<file path="src/rtl/pc_stack_unit.sv">
// Program counter with a circular return-address stack.
// Supports INC/JUMP/BRANCH/CALL/RET with sticky overflow and underflow flags.
module pc_stack_unit #(
    parameter int                 WIDTH     = 32,
    parameter int                 STEP      = 4,
    parameter logic [WIDTH-1:0]   RESET_VEC = '0,
    parameter int                 RAS_DEPTH = 4
) (
    input  logic                         clk,
    input  logic                         reset,
    input  logic                         contro,
    input  logic [2:0]                   mode,
    input  logic [WIDTH-1:0]             datain,
    output logic [WIDTH-1:0]             dataout,
    output logic [WIDTH-1:0]             link_out,
    output logic [$clog2(RAS_DEPTH):0]   ras_count,
    output logic                         ras_ovf,
    output logic                         ras_unf
);

    localparam int PW = $clog2(RAS_DEPTH);
    localparam int CW = PW + 1;
    localparam logic [WIDTH-1:0] STEP_W = WIDTH'(STEP);
    localparam logic [CW-1:0]    FULL   = CW'(RAS_DEPTH);

    localparam logic [2:0] M_INC    = 3'b000;
    localparam logic [2:0] M_JUMP   = 3'b001;
    localparam logic [2:0] M_BRANCH = 3'b010;
    localparam logic [2:0] M_CALL   = 3'b011;
    localparam logic [2:0] M_RET    = 3'b100;

    logic [WIDTH-1:0] pc_q, pc_d;
    logic [PW-1:0]    sp_q, sp_d;
    logic [CW-1:0]    cnt_q, cnt_d;
    logic             ovf_q, ovf_d;
    logic             unf_q, unf_d;
    logic [WIDTH-1:0] ras_q [RAS_DEPTH];

    logic             push;
    logic [WIDTH-1:0] seq_pc;
    logic [PW-1:0]    top_idx;

    assign seq_pc  = pc_q + STEP_W;
    // sp points at the next free slot; the top entry sits one below it
    assign top_idx = sp_q - PW'(1);

    always_comb begin
        pc_d  = pc_q;
        sp_d  = sp_q;
        cnt_d = cnt_q;
        ovf_d = ovf_q;
        unf_d = unf_q;
        push  = 1'b0;
        if (contro) begin
            case (mode)
                M_JUMP:   pc_d = datain;
                M_BRANCH: pc_d = pc_q + datain;
                M_CALL: begin
                    push = 1'b1;
                    pc_d = datain;
                    sp_d = sp_q + PW'(1);
                    if (cnt_q == FULL) begin
                        ovf_d = 1'b1;
                    end else begin
                        cnt_d = cnt_q + CW'(1);
                    end
                end
                M_RET: begin
                    if (cnt_q == '0) begin
                        pc_d  = seq_pc;
                        unf_d = 1'b1;
                    end else begin
                        pc_d  = ras_q[top_idx];
                        sp_d  = top_idx;
                        cnt_d = cnt_q - CW'(1);
                    end
                end
                default:  pc_d = seq_pc;
            endcase
        end
    end

    always_ff @(posedge clk or negedge reset) begin
        if (!reset) begin
            pc_q  <= RESET_VEC;
            sp_q  <= '0;
            cnt_q <= '0;
            ovf_q <= 1'b0;
            unf_q <= 1'b0;
        end else begin
            pc_q  <= pc_d;
            sp_q  <= sp_d;
            cnt_q <= cnt_d;
            ovf_q <= ovf_d;
            unf_q <= unf_d;
        end
    end

    // Entry storage is never cleared; link_out masks it while empty
    always_ff @(posedge clk) begin
        if (reset && push) begin
            ras_q[sp_q] <= seq_pc;
        end
    end

    assign dataout   = pc_q;
    assign link_out  = (cnt_q == '0) ? RESET_VEC : ras_q[top_idx];
    assign ras_count = cnt_q;
    assign ras_ovf   = ovf_q;
    assign ras_unf   = unf_q;

endmodule

</file>
<file path="config.mk">
export PLATFORM = sky130hd
export DESIGN_NAME = pc_stack_unit
export DESIGN_NICKNAME = d
export VERILOG_FILES = /design/src/rtl/pc_stack_unit.sv
export SDC_FILE = /design/constraint.sdc
export NUM_CORES = 1
export LEC_CHECK = 0
export CORE_MARGIN = 4
export CORE_UTILIZATION = 50
export CTS_CLUSTER_DIAMETER = 120
export DETAILED_ROUTE_END_ITERATION = 7
export PLACE_DENSITY_LB_ADDON = 0.3
export SYNTH_ARGS = -nofsm -noshare
export SYNTH_HDL_FRONTEND = slang
export SYNTH_SLANG_ARGS = --single-unit
</file>
<file path="constraint.sdc">
create_clock -name clk -period 5 [get_ports clk]
set_clock_uncertainty 0.15 [all_clocks]
set_input_delay 0.5 -clock clk [delete_from_list [all_inputs] [get_ports clk]]
set_output_delay 0.5 -clock clk [all_outputs]
set_load 0.1 [all_outputs]
</file>
==> load_flow_metrics.sql <==
INSERT INTO impl_metrics (metric_group, metric, value, unit) VALUES
('synthesis', 'seq_area_frac_synth', '50.6', '%'),
('worst_setup_path', 'critical_path.reg2reg.startpoint', 'dataout[0]', ''),
('grt', 'antenna_found_initial', '1', ''),
('clock_tree', 'tritoncts_num_sinks', '167', ''),
('cells_and_area', 'final_layout_size_suffix_gt1_share', '15.0', '%'),
('cells_and_area', 'final-seq-area', '0.00482', 'mm^2'),
('floorplan', 'io_pins', '107', ''),
('status', 'run_status', 'finished clean', ''),
('worst_setup_path', 'crit_type', 'reg -> out', ''),
('worst_setup_path', 'cpPeakStageDelay', '0.69', 'ns'),
('detailed_routing', 'detailedRoute.firstIterationViolations', '623', ''),
('synthesis', 'synth-seq-cells', '167', ''),
('floorplan', 'floorplan.die.height', '146', 'um'),
('floorplan', 'initial_core_util', '50.9', '%'),
('clock_tree', 'clock_latency_on_the_worst_skew_pair', '0.43', 'ns'),
('cells_and_area', 'synthToLayoutAreaGrowth', '18.6', '%'),
('sta', 'relative_slew_slack', '33.2', '%'),
('synthesis', 'post_synth_inst_count', '793', ''),
('sta', 'setup_repair_after_global_routing_missed_its_margin', 'no', ''),
('cells_and_area', 'multiInputGateArea', '0.00442', 'mm^2'),
('clock_tree', 'ctsResizeCount', '0', ''),
('synthesis', 'syn_nets', '869', ''),
('clock_tree', 'post_cts_setup_inserts', '0', ''),
('synthesis', 'post-synth-top-area-cell', 'edfxtp_1', ''),
('synthesis', 'most_common_cell_in_the_synthesized_netlist', 'edfxtp_1', ''),
('detailed_routing', 'detail_route.vias_per_cell', '6.22', ''),
('worst_setup_path', 'crit_chain', 'inv_1 -> ha_1 -> buf_4 -> buf_4 -> mux4_2 -> nor2b_1 -> buf_4', ''),
('synthesis', 'ys_top_cells_by_area', 'edfxtp_1, dfrtp_1, mux4_2', ''),
('worst_setup_path', 'worst-path-max-fanout', '14', ''),
('synthesis', 'synthDominantCellAreaShare', '40.4', '%'),
('clock_tree', 'clkSlewWorstSetupHoldPaths', '0.06', 'ns'),
('sta', 'fin_setup_tns', '0', 'ns'),
('detailed_routing', 'wl', '24700', 'um'),
('grt', 'maximum_number_of_pins_on_one_net_before_global_route_repair', '42', ''),
('cells_and_area', 'layout.filler_cells', '1517', ''),
('sta', 'max_freq', '277', 'MHz'),
('worst_setup_path', 'critical_path.startpoint_type', 'flop', ''),
('worst_setup_path', 'critPathArrivalTime', '2.96', 'ns'),
('detailed_routing', 'wl_per_cell', '21.7', 'um'),
('synthesis', 'syn_area', '0.00952', 'mm^2'),
('worst_setup_path', 'cp.required', '4.35', 'ns'),
('synthesis', 'yosysWarnings', '0', ''),
('clock_tree', 'cts-root-to-sink-buffers', '2', ''),
('placed_design', 'gp_congestion', '0.929', ''),
('clock_tree', 'tritoncts', 'built', ''),
('grt', 'grt_first_pass_wirelength', '38900', 'um'),
('detailed_routing', 'ant_nets', '0', ''),
('cells_and_area', 'nNetsFinal', '967', ''),
('sta', 'final_min_period_over_clock_period', '72.1', '%'),
('sta', 'hold_viol', '0', ''),
('floorplan', 'fp-row-count', '50', ''),
('clock_tree', 'clock_tree.htree_level_count', '4', ''),
('sta', 'maxSlewViolCount', '0', ''),
('worst_setup_path', 'slowest_stage', 'ha_1', ''),
('synthesis', 'synthFlopType', 'edfxtp_1', ''),
('floorplan', 'die-area', '0.0213', 'mm^2'),
('sta', 'crit_path_time_final', '3.61', 'ns'),
('clock_tree', 'cts-root-buf', 'clkbuf_16', ''),
('clock_tree', 'numCtsBuffers', '17', ''),
('placed_design', 'portBuffers', '106', ''),
('grt', 'grt_use_total', '23.4', '%'),
('worst_setup_path', 'timing.critical_path.from', 'sp_q[1]', ''),
('synthesis', 'mean_area_per_synthesized_cell', '12.0', 'um^2'),
('detailed_routing', 'dr_drc_count', '0', ''),
('floorplan', 'core_area', '0.0187', 'mm^2'),
('sta', 'tightest_slew', '0.999', 'ns'),
('synthesis', 'yosys.cell_types.count', '73', ''),
('floorplan', 'fp.dieW', '146', 'um'),
('detailed_routing', 'drt_first_pass_iters', '5', ''),
('synthesis', 'synth_top_cells_by_count', 'edfxtp_1, nor2_1, nand2_1, a21oi_1, dfrtp_1', ''),
('synthesis', 'synth_enable_flop_cells', '128', '');
final cells by class:
cell class | count | area share (%)
clock buffer | 21 | 4.08
clock inverter | 11 | 1.31
inverter | 14 | 0.466
multi-input combinational | 569 | 39.2
sequential | 167 | 42.7
tap | 234 | 2.59
timing repair buffer | 122 | 9.67
layout by cell type (no fill, tap or decap), types with 4 or more instances in the layout:
master           count
a211oi_1             5
a21o_1              15
a21oi_1             42
a221o_1             20
a221oi_1            20
a31oi_1              4
and2_1              12
and3_1              11
and4_1               4
buf_4               48
clkbuf_16           17
clkdlybuf4s50_1     72
dfrtp_1             38
edfxtp_1           128
ha_1                36
inv_1               13
mux4_2              32
nand2_1             53
nand3_1             17
nand4_1             11
nor2_1              71
nor2b_1             36
nor3_1              14
o21a_1              11
o21ai_0             22
o21bai_1             4
o22ai_1              5
or3_1                4
xnor2_1             33
xor2_1              23
flip-flops by register name, indices dropped and copies added (netlist names):
register	count
dataout	32
ras_count	3
ras_ovf	1
ras_q	128
ras_unf	1
sp_q	2
worst paths after layout:
path	to	slack [ns]	cells past startpoint
worst min register to register	ras_unf	0.33	1
worst max-delay path	link_out[25]	1.39	7
max in group asynchronous	sp_q[0]	4.25	2
worst max register to register	dataout[26]	1.78	11
worst min-delay path	dataout[28]	0.01	2
min in group clk	ras_unf	0.33	1
metal layers:
metal	GRT usage (%)	wire, um	up-vias
met5	0	0	-
met1	34.0	11100	3479
met4	6.84	361	0
met2	36.9	11600	314
li1	-	-	3253
met3	3.55	1650	28
critical path, delay by kind of cell, from the launching register on:
kind          cells  cell delay [ns]
fa+ha+maj         1             0.69
buf+inv           4             0.96
flops             1             0.38
mux               1             0.34
simple gates      1             0.15
kinds of logic after synthesis:
logic type               after synthesis  synth area share [%]
AND/OR/NAND/NOR                      252                  13.4
AO/OA/AOI/OAI                        190                  14.9
flip-flops                           167                  50.6
buffers and inverters                 57                  3.02
XOR/XNOR                              56                  5.15
adder cells (fa/ha/maj)               38                  5.15
multiplexers                          33                  7.68
per-stage QoR:
step | util [%] | instance area (um^2) | hold slack (ns) | instances | setup slack (ns)
floorplan | - | 9520 | 0.0544 | 793 | 0.352
global placement | 57.1 | 10700 | 0.315 | 1106 | 1.32
detailed placement | 57.1 | 10700 | 0.315 | 1106 | 1.27
CTS | 60.3 | 11300 | 0.0178 | 1138 | 1.37
global route | 60.3 | 11300 | 0.0409 | 1138 | 1.23
finish | 60.3 | 11300 | 0.0123 | 1138 | 1.39
Power is not shown: default switching activity piles up to over one toggle a cycle in this logic, so the estimate is an artifact.
